--- src/rtl/arb_pkg.sv ---
// ============================================================================
// Module   : arb_pkg
// Purpose  : Shared types and constants for the fetch/data memory arbiter.
// Revision : 1.0 - initial release
// ============================================================================
`default_nettype none

package arb_pkg;

    typedef enum logic [1:0] {
        ARB_IDLE = 2'd0,
        ARB_IF   = 2'd1,
        ARB_D    = 2'd2
    } arb_state_t;

    typedef enum logic {
        ARB_ID_IF = 1'b0,
        ARB_ID_D  = 1'b1
    } arb_id_t;

    localparam logic [3:0] XFER_WORD = 4'd4;

endpackage : arb_pkg

`default_nettype wire

--- src/rtl/arb_pick.sv ---
// ============================================================================
// Module   : arb_pick
// Purpose  : Combinational grant selection; data wins ties unless fetch starved.
// Revision : 1.0 - initial release
// ============================================================================
`default_nettype none

module arb_pick
    import arb_pkg::*;
#(
    parameter int unsigned STARVE_LIMIT = 4
) (
    input  logic       if_elig,
    input  logic       d_elig,
    input  logic [3:0] starve_cnt,
    output logic       grant_valid,
    output arb_id_t    grant_id
);

    localparam logic [3:0] LIMIT = 4'(STARVE_LIMIT);

    always_comb begin
        grant_valid = if_elig | d_elig;
        grant_id    = ARB_ID_D;
        if (if_elig && (!d_elig || (starve_cnt == LIMIT))) begin
            grant_id = ARB_ID_IF;
        end
    end

endmodule : arb_pick

`default_nettype wire

--- src/rtl/mem_arbiter.sv ---
// ============================================================================
// Module   : mem_arbiter
// Purpose  : Shares one variable-latency memory port between fetch and data.
// Revision : 1.0 - initial release
// ============================================================================
`default_nettype none

module mem_arbiter
    import arb_pkg::*;
#(
    parameter int unsigned ADDR_W       = 64,
    parameter int unsigned DATA_W       = 64,
    parameter int unsigned STARVE_LIMIT = 4
) (
    input  logic              clk,
    input  logic              rst,
    input  logic              if_req,
    input  logic [ADDR_W-1:0] if_addr,
    output logic [31:0]       if_rdata,
    output logic              if_done,
    input  logic              d_req,
    input  logic              d_we,
    input  logic [ADDR_W-1:0] d_addr,
    input  logic [DATA_W-1:0] d_wdata,
    input  logic [3:0]        d_size,
    output logic [DATA_W-1:0] d_rdata,
    output logic              d_done,
    output logic              mem_req,
    output logic              mem_we,
    output logic [ADDR_W-1:0] mem_addr,
    output logic [DATA_W-1:0] mem_wdata,
    output logic [3:0]        mem_size,
    input  logic              mem_ack,
    input  logic [DATA_W-1:0] mem_rdata
);

    localparam logic [3:0] LIMIT = 4'(STARVE_LIMIT);

    arb_state_t        state_q, state_d;
    logic              mem_req_q, mem_req_d;
    logic              mem_we_q, mem_we_d;
    logic [ADDR_W-1:0] mem_addr_q, mem_addr_d;
    logic [DATA_W-1:0] mem_wdata_q, mem_wdata_d;
    logic [3:0]        mem_size_q, mem_size_d;
    logic [31:0]       if_rdata_q, if_rdata_d;
    logic [DATA_W-1:0] d_rdata_q, d_rdata_d;
    logic              if_done_q, if_done_d;
    logic              d_done_q, d_done_d;
    logic [3:0]        starve_cnt_q, starve_cnt_d;

    logic              w_if_elig;
    logic              w_d_elig;
    logic              w_grant_valid;
    arb_id_t           w_grant_id;

    // A requester still showing its done pulse is not re-granted on the same request.
    assign w_if_elig = if_req & ~if_done_q;
    assign w_d_elig  = d_req & ~d_done_q;

    arb_pick #(
        .STARVE_LIMIT (STARVE_LIMIT)
    ) u_pick (
        .if_elig     (w_if_elig),
        .d_elig      (w_d_elig),
        .starve_cnt  (starve_cnt_q),
        .grant_valid (w_grant_valid),
        .grant_id    (w_grant_id)
    );

    always_ff @(posedge clk or posedge rst) begin
        if (rst) begin
            state_q <= ARB_IDLE;
        end else begin
            state_q <= state_d;
        end
    end

    always_comb begin
        state_d = state_q;
        unique case (state_q)
            ARB_IDLE: begin
                if (w_grant_valid) begin
                    state_d = (w_grant_id == ARB_ID_IF) ? ARB_IF : ARB_D;
                end
            end
            ARB_IF, ARB_D: begin
                if (mem_ack) begin
                    state_d = ARB_IDLE;
                end
            end
            default: state_d = ARB_IDLE;
        endcase
    end

    always_comb begin
        mem_req_d    = mem_req_q;
        mem_we_d     = mem_we_q;
        mem_addr_d   = mem_addr_q;
        mem_wdata_d  = mem_wdata_q;
        mem_size_d   = mem_size_q;
        if_rdata_d   = if_rdata_q;
        d_rdata_d    = d_rdata_q;
        if_done_d    = 1'b0;
        d_done_d     = 1'b0;
        starve_cnt_d = starve_cnt_q;
        unique case (state_q)
            ARB_IDLE: begin
                if (w_grant_valid) begin
                    mem_req_d = 1'b1;
                    if (w_grant_id == ARB_ID_IF) begin
                        mem_we_d     = 1'b0;
                        mem_size_d   = XFER_WORD;
                        mem_addr_d   = if_addr;
                        starve_cnt_d = 4'd0;
                    end else begin
                        mem_we_d    = d_we;
                        mem_size_d  = d_size;
                        mem_addr_d  = d_addr;
                        mem_wdata_d = d_wdata;
                        if (w_if_elig && (starve_cnt_q != LIMIT)) begin
                            starve_cnt_d = starve_cnt_q + 4'd1;
                        end
                    end
                end
            end
            ARB_IF: begin
                if (mem_ack) begin
                    mem_req_d  = 1'b0;
                    if_rdata_d = mem_rdata[31:0];
                    if_done_d  = 1'b1;
                end
            end
            ARB_D: begin
                if (mem_ack) begin
                    mem_req_d = 1'b0;
                    d_done_d  = 1'b1;
                    // Stores leave the last load result visible.
                    if (!mem_we_q) begin
                        d_rdata_d = mem_rdata;
                    end
                end
            end
            default: ;
        endcase
    end

    always_ff @(posedge clk or posedge rst) begin
        if (rst) begin
            mem_req_q    <= 1'b0;
            mem_we_q     <= 1'b0;
            mem_addr_q   <= '0;
            mem_wdata_q  <= '0;
            mem_size_q   <= 4'd0;
            if_rdata_q   <= 32'd0;
            d_rdata_q    <= '0;
            if_done_q    <= 1'b0;
            d_done_q     <= 1'b0;
            starve_cnt_q <= 4'd0;
        end else begin
            mem_req_q    <= mem_req_d;
            mem_we_q     <= mem_we_d;
            mem_addr_q   <= mem_addr_d;
            mem_wdata_q  <= mem_wdata_d;
            mem_size_q   <= mem_size_d;
            if_rdata_q   <= if_rdata_d;
            d_rdata_q    <= d_rdata_d;
            if_done_q    <= if_done_d;
            d_done_q     <= d_done_d;
            starve_cnt_q <= starve_cnt_d;
        end
    end

    assign mem_req   = mem_req_q;
    assign mem_we    = mem_we_q;
    assign mem_addr  = mem_addr_q;
    assign mem_wdata = mem_wdata_q;
    assign mem_size  = mem_size_q;
    assign if_rdata  = if_rdata_q;
    assign d_rdata   = d_rdata_q;
    assign if_done   = if_done_q;
    assign d_done    = d_done_q;

endmodule : mem_arbiter

`default_nettype wire

--- config.mk ---
export PLATFORM = sky130hd
export DESIGN_NAME = mem_arbiter
export DESIGN_NICKNAME = d
export VERILOG_FILES = /design/src/rtl/arb_pkg.sv /design/src/rtl/arb_pick.sv /design/src/rtl/mem_arbiter.sv
export SDC_FILE = /design/constraint.sdc
export NUM_CORES = 1
export LEC_CHECK = 0
export BUFFER_PORTS_ARGS = -buffer_cell sky130_fd_sc_hd__clkbuf_2
export CAP_MARGIN = 10
export CORE_AREA = 2 2 193 195
export CTS_CLUSTER_DIAMETER = 40
export DETAILED_ROUTE_END_ITERATION = 12
export DIE_AREA = 0 0 195 197
export MAX_ROUTING_LAYER = met4
export PLACE_DENSITY = 0.62
export SETUP_SLACK_MARGIN = 0.15
export SYNTH_ARGS = -nofsm -noshare
export SYNTH_HDL_FRONTEND = slang
export SYNTH_SLANG_ARGS = --single-unit
--- constraint.sdc ---
create_clock -name clk -period 14 [get_ports clk]
set_input_delay 2.1 -clock clk [delete_from_list [all_inputs] [get_ports clk]]
set_output_delay 2.1 -clock clk [all_outputs]
set_load 0.01 [all_outputs]
## After elaboration in Yosys (flattened, before gate mapping)

Cells that the tools add are included.

| storage, ports and cells | value |
|---|---|
| word-level logic and storage cells | 55 |
| output and inout bits | 232 |
| bits in registers | 238 |
| input port bits | 266 |

| cells by class | value |
|---|---|
| add/subtract/negate cells | 1 |
| bitwise logic cells | 7 |
| reductions and logical operators | 15 |
| equal/unequal tests | 6 |
| muxes and demuxes | 15 |

Operator list:

| kind | number |
|---|---|
| two-way mux 64 bit | 1 |
| two-way mux 4 bit | 3 |
| AND reduction 3 bit | 4 |
| two-way mux 1 bit | 6 |
| two-way mux 2 bit | 3 |
| AND reduction 2 bit | 3 |
| adder 4 x 1 -> 4 bit, second input constant | 1 |
| == test 4 x 3 -> 1 bit, second input constant | 1 |
| inequality test 2 x 1 -> 1 bit, second input constant | 2 |
| inequality test 4 x 3 -> 1 bit, second input constant | 1 |
| inverter 1 bit | 4 |
| case mux 2 bit (2 select lines) | 1 |
| nonzero test 2 bit | 2 |
| bitwise AND 1 bit | 2 |
| == test 2 x 1 -> 1 bit, second input constant | 1 |
| == test 2 bit, second input constant | 1 |
| logical AND 1 bit | 2 |
| zero test 2 bit | 1 |
| case mux 1 bit (2 select lines) | 1 |
| OR reduction 2 bit | 1 |
| zero test 1 bit | 1 |
| logical OR 1 bit | 1 |
| bitwise OR 1 bit | 1 |

## Depth between registers and ports, before layout

| depth | value |
|---|---|
| depth after elaboration | 8 |
| gate-level depth with buffers | 8 |

## By module

A second synthesis with hierarchy kept.

| unflattened totals | value |
|---|---|
| cells, all modules | 689 |
| area, all modules | 9870.7 µm² |

By module, submodules not included:

| module | area an instance (µm²) | cells each | sequential area each (µm²) | instances |
|---|---|---|---|---|
| mem_arbiter | 9840.7 | 685 | 5955.7 | 1 |
| arb_pick | 30.0 | 4 | 0.0 | 1 |

## Worst setup path before layout

OpenSTA, ideal clock, no wires.

| timing | value |
|---|---|
| path type | input-to-reg |
| from | input d_req |
| to | register mem_addr_q[22] (netlist: mem_addr[22]) |
| data arrival time | 3.211 ns |
| stages | 6 |
| setup time | 0.150 ns |
| path slack | 10.639 ns |
| path through | nor2b_1 > buf_2 > o21ai_1 > clkbuf_1 > buf_2 > a222oi_1 |

| between the ends | value |
|---|---|
| word-level cells in the longest chain between the ends | 5 |
| elaborated cells on any way between the ends | 7 |

Ends and longest elaborated chain:

| item | RTL line | text |
|---|---|---|
| from (decl) | mem_arbiter.sv:21 | `input logic d_req,` |
| bitwise AND 1 bit (*) | mem_arbiter.sv:58 | `assign w_d_elig = d_req & ~d_done_q;` |
| zero test 1 bit | arb_pick.sv:25 | `if (if_elig && (!d_elig \|\| (starve_cnt == LIMIT))) begin` |
| logical OR 1 bit | arb_pick.sv:25 |  |
| logical AND 1 bit | arb_pick.sv:25 |  |
| two-way mux 64 bit | mem_arbiter.sv:110 | `if (w_grant_id == ARB_ID_IF) begin` |
| to (signal assigned) | mem_arbiter.sv:162 | `mem_addr_q <= mem_addr_d;` |
| to (decl) | mem_arbiter.sv:42 | `logic [ADDR_W-1:0] mem_addr_q, mem_addr_d;` |

Mark *: on every way between the ends. The rest lies on a longest branch, timed or not.
A chain may end at the register's enable or synchronous reset.

## Final worst setup path

| timing | value |
|---|---|
| from | input d_req |
| to | register mem_wdata_q[1] (netlist: mem_wdata[1]) |

| between the ends | value |
|---|---|
| word-level cells in the longest chain between the ends | 6 |
| elaborated cells on any way between the ends | 7 |

Ends and longest elaborated chain:

| item | RTL line | text |
|---|---|---|
| bitwise AND 1 bit (*) | mem_arbiter.sv:58 |  |
| zero test 1 bit | arb_pick.sv:25 |  |
| logical OR 1 bit | arb_pick.sv:25 |  |
| logical AND 1 bit | arb_pick.sv:25 |  |
| inverter 1 bit (no source line) | n/a |  |
| AND reduction 3 bit (no source line) (*) | n/a |  |
| to (signal assigned) | mem_arbiter.sv:163 | `mem_wdata_q <= mem_wdata_d;` |
| to (decl) | mem_arbiter.sv:43 | `logic [DATA_W-1:0] mem_wdata_q, mem_wdata_d;` |

Marked as above.

==> results.txt <==
----------------------------------------------------
[Logic synthesis]
  Number of synthesized flops with an enable pin ... 0
  Cell type with the largest total area after synthesis ... sky130_fd_sc_hd__dfrtp_1
  Netlist cell types ... 35
  Syn Inst Count ... 748
  Portion of the post-synthesis area used by sequential elements ... 0.612
  Most used flip-flop cell after synthesis ... sky130_fd_sc_hd__dfrtp_1
  Async set or reset register ratio after synthesis ... 1.00
  Number of warnings issued by yosys ... 0
  Net count after synthesis ... 1,019
  Library cell with the highest instance count after synthesis ... sky130_fd_sc_hd__dfrtp_1
  Top cells by count, synth ... 238 x sky130_fd_sc_hd__dfrtp_1, 199 x sky130_fd_sc_hd__inv_1, 160 x sky130_fd_sc_hd__mux2_2
  Register bit total from synthesis ... 238
  Post-synthesis instance area ... around 9700 um^2
  Top cells by area, synth ... sky130_fd_sc_hd__dfrtp_1 61%, sky130_fd_sc_hd__mux2_2 19%, sky130_fd_sc_hd__inv_1 7.7%, sky130_fd_sc_hd__a222oi_1 6.6%, sky130_fd_sc_hd__buf_2 0.98%
  Area fraction of the dominant cell type after synthesis ... 0.612
  Average size of a mapped cell ... between 10 and 15 um^2

[Min path]
  Hold Path Class ... flop to flop
  Hold Path Cell Cnt ... 1

[Detailed routing]
  Total via count after detailed routing ... around 7,800
  Post-DR vias/cell ... 4.44
  Met1 routed wirelength after detailed routing ... approximately 11 mm
  Final Routed Wirelength ... 29.4 mm
  DRC ... 0
  Met2 wire length ... 14.9 mm
  Highest metal layer with signal wires ... met4
  Starting DRC count in detailed routing ... 449
  Detailed-route wire length per cell ... 16.8 um
  Number of iterations in the first detailed-routing pass ... 6
  Detailed route wirelength on metal3 ... 2.39 mm
  ANT nets after route ... 0

[Power and ir drop]
  Leakage ... between 7 and 8 nW
  Net switching power of the design ... approximately 1.2 mW
  Post-layout power ... ~3.4 mW
  Pwr Density ... 245 nW/um^2
  Peak VDD IR ... 0.000133 V
  Combinational group share of total power ... 0.353
  Switching Share ... 0.340
  Design internal power ... 2.27 mW
  Clock network fraction of design power ... 0.291
  Register share of total power ... 0.357

[Cells and area]
  Final cell utilization of the core ... 0.387
  Antenna diodes ... 0
  Combined area of the multi-input logic cells ... 2830 um^2
  Final Net Count ... 1,526
  Fraction of final layout cells with drive strength greater than 1 ... 0.574
  Layout overhead on the synthesized area ... 44.4%
  Count of placed standard cells in the final layout, fillers left out ... 1,753
  Footprint of the flip-flops and latches ... slightly below 6000 um^2
  # fillers ... 3,556

[Clock network]
  Buffer type at the clock tree root ... sky130_fd_sc_hd__clkbuf_16
  Count of hold buffers inserted by post-cts repair ... 0
  Resized Gates After CTS ... 0
  Number of buffers added for setup after CTS ... 0
  Clock tree from TritonCTS ... built
  TritonCTS Buffers ... 41
  Clock tree buffer depth ... 3
  CTS clk-pin slew, worst paths ... 0.05 ns
  Number of H-tree levels ... 2
  Clock network latency to the later pin of the worst-skew pair ... 0.55 ns
  Number of clock sinks seen by CTS ... 238

[STA]
  Final hold violations ... 0
  Final Critical Period ... 4.51 ns
  Number of endpoints failing setup at the final stage ... 0
  Number of slew-limit violations in the final report ... 0
  Crit path setup slack, layout ... ~9.5 ns
  Clock tree skew after final layout ... ~0.027 ns
  Final Cycle Share ... 0.322
  Unrepaired setup endpoints after global routing ... false
  Max_slew headroom ... 0.327
  Final sum of negative setup slack ... 0 ns
  Max Fclk ... 222 MHz
  Transition at the pin with the smallest max-transition slack ... 1.01 ns

[Critical path]
  Worst setup path category ... input port to flop
  Peak fanout along the critical path ... 86
  Required time at the endpoint of the critical path ... approximately 14 ns
  Path depth of the worst reg2reg path ... 4
  Critical Path Source Type ... input port
  Arrival time of the worst setup path ... 4.92 ns
  Endpoint kind of the worst setup timing path ... flop

[Global route]
  Via count of the first global-routing pass ... slightly above 8,000
  Maximum number of pins on one net before global-route repair ... 103
  Global-route wire length before repair ... 44.7 mm
  Global Route Usage Sum ... 0.154
  Number of antenna violations at the first check in global routing ... 0
  Overflow after GRT ... 0

[Die]
  Area of the die ... 38,400 um^2
  IO Pins ... about 500
  Horizontal die dimension ... 195 um
  Number of placement rows ... 70
  Standard cell core area ... 36,300 um^2
  Initial Util ... 0.268
  Vertical extent of the die ... 197 um

[Placement]
  I/O Buffers ... 497
  Post-placement worst setup slack ... 8.93 ns
  Number of placed instances, taps included ... between 1,500 and 2,000
  Detailed-placement wirelength estimate ... 21.3 mm
  Routability congestion estimate from global placement ... between 0.7 and 0.8

[Status]
  Outcome ... completed

[Flow run]
  Maxcap violations ... 0

----------------------------------------------------
-- power by group through the flow --
| stage | registers, mW | clock network, mW | logic [mW] |
|---|---|---|---|
| after global placement | 1.22 | 0 | 1.21 |
| after floorplan | 1.37 | 0 | 0.551 |
| final | 1.23 | 1.00 | 1.21 |
| after CTS | 1.23 | 1.03 | 1.23 |
| after detailed placement | 1.23 | 0 | 1.23 |
| after global routing | 1.27 | 1.05 | 1.32 |
-- final timing paths --
path	start	to	slack, ns
max	d_req	mem_wdata[1]$_DFFE_PP0P_	9.49
min	d_rdata[10]$_DFFE_PP0P_	d_rdata[10]$_DFFE_PP0P_	0.50
max reg2reg	d_done$_DFF_PP0_	mem_wdata[1]$_DFFE_PP0P_	10.73
min reg2reg	d_rdata[10]$_DFFE_PP0P_	d_rdata[10]$_DFFE_PP0P_	0.50
max in group asynchronous	rst	d_rdata[18]$_DFFE_PP0P_	10.79
min in group asynchronous	rst	mem_wdata[22]$_DFFE_PP0P_	1.71
-- through the flow --
| stage | instance area [um^2] | hold slack [ns] |
|---|---|---|
| floorplan | 9730 | 0.496 |
| global placement | 12700 | 0.484 |
| detailed placement | 12700 | 0.488 |
| CTS | 14000 | 0.504 |
| global route | 14000 | 0.512 |
| finish | 14000 | 0.501 |
-- layout make-up --
cell class	count	share of cell area
clock inverters	18	0.0144
inverters	199	0.0537
flip-flops and latches	238	0.424
clock buffers	55	0.0841
well taps	468	0.0417
multi-input cells	271	0.201
repair buffers	504	0.181
-- cells by family (layout without fill, tap and decap cells) --
logic type / Yosys count / count (layout) / share of synthesized area
buffers and inverters: 239 / 776 / 0.100
muxes: 160 / 160 / 0.185
and+or+nand+nor: 22 / 22 / 0.0147
DFF: 238 / 238 / 0.612
AOI/OAI and AO/OA: 84 / 84 / 0.0814
adders and majority gates: 5 / 5 / 0.00643
-- sequential cells by signal, indices dropped and copies added, names as in the netlist --
register,cells
d_done,1
d_rdata,64
if_done,1
if_rdata,32
mem_addr,64
mem_req,1
mem_size,4
mem_wdata,64
mem_we,1
starve_cnt_q,4
state_q,2
-- layout by cell type (no fill, tap or decap), drive strengths merged, types with 2 or more instances in the layout --
cell type  instances
ha                 5
mux2             160
bufinv             3
a21o               2
buf                7
nand2              4
nor2b              3
o21ai              3
clkinvlp           2
a222oi            64
o211ai             2
nand3              3
clkbuf           552
a21oi              3
nand3b             2
clkinv             8
nand2b             3
a22o               4
dfrtp            238
inv              204
-- metal layers --
layer / track usage / up-vias
li1: - / 3547
met1: 0.168 / 3806
met2: 0.264 / 372
met3: 0.0430 / 58
met4: 0.0642 / 0
met5: - / -
-- worst max-delay path: stages --
cell,delay [ns]
sky130_fd_sc_hd__clkbuf_2,0.09
sky130_fd_sc_hd__nor2b_1,0.63
sky130_fd_sc_hd__o211a_4,0.75
sky130_fd_sc_hd__buf_4,0.86
sky130_fd_sc_hd__mux2_2,0.42
Power figures use the tool's default switching activity.
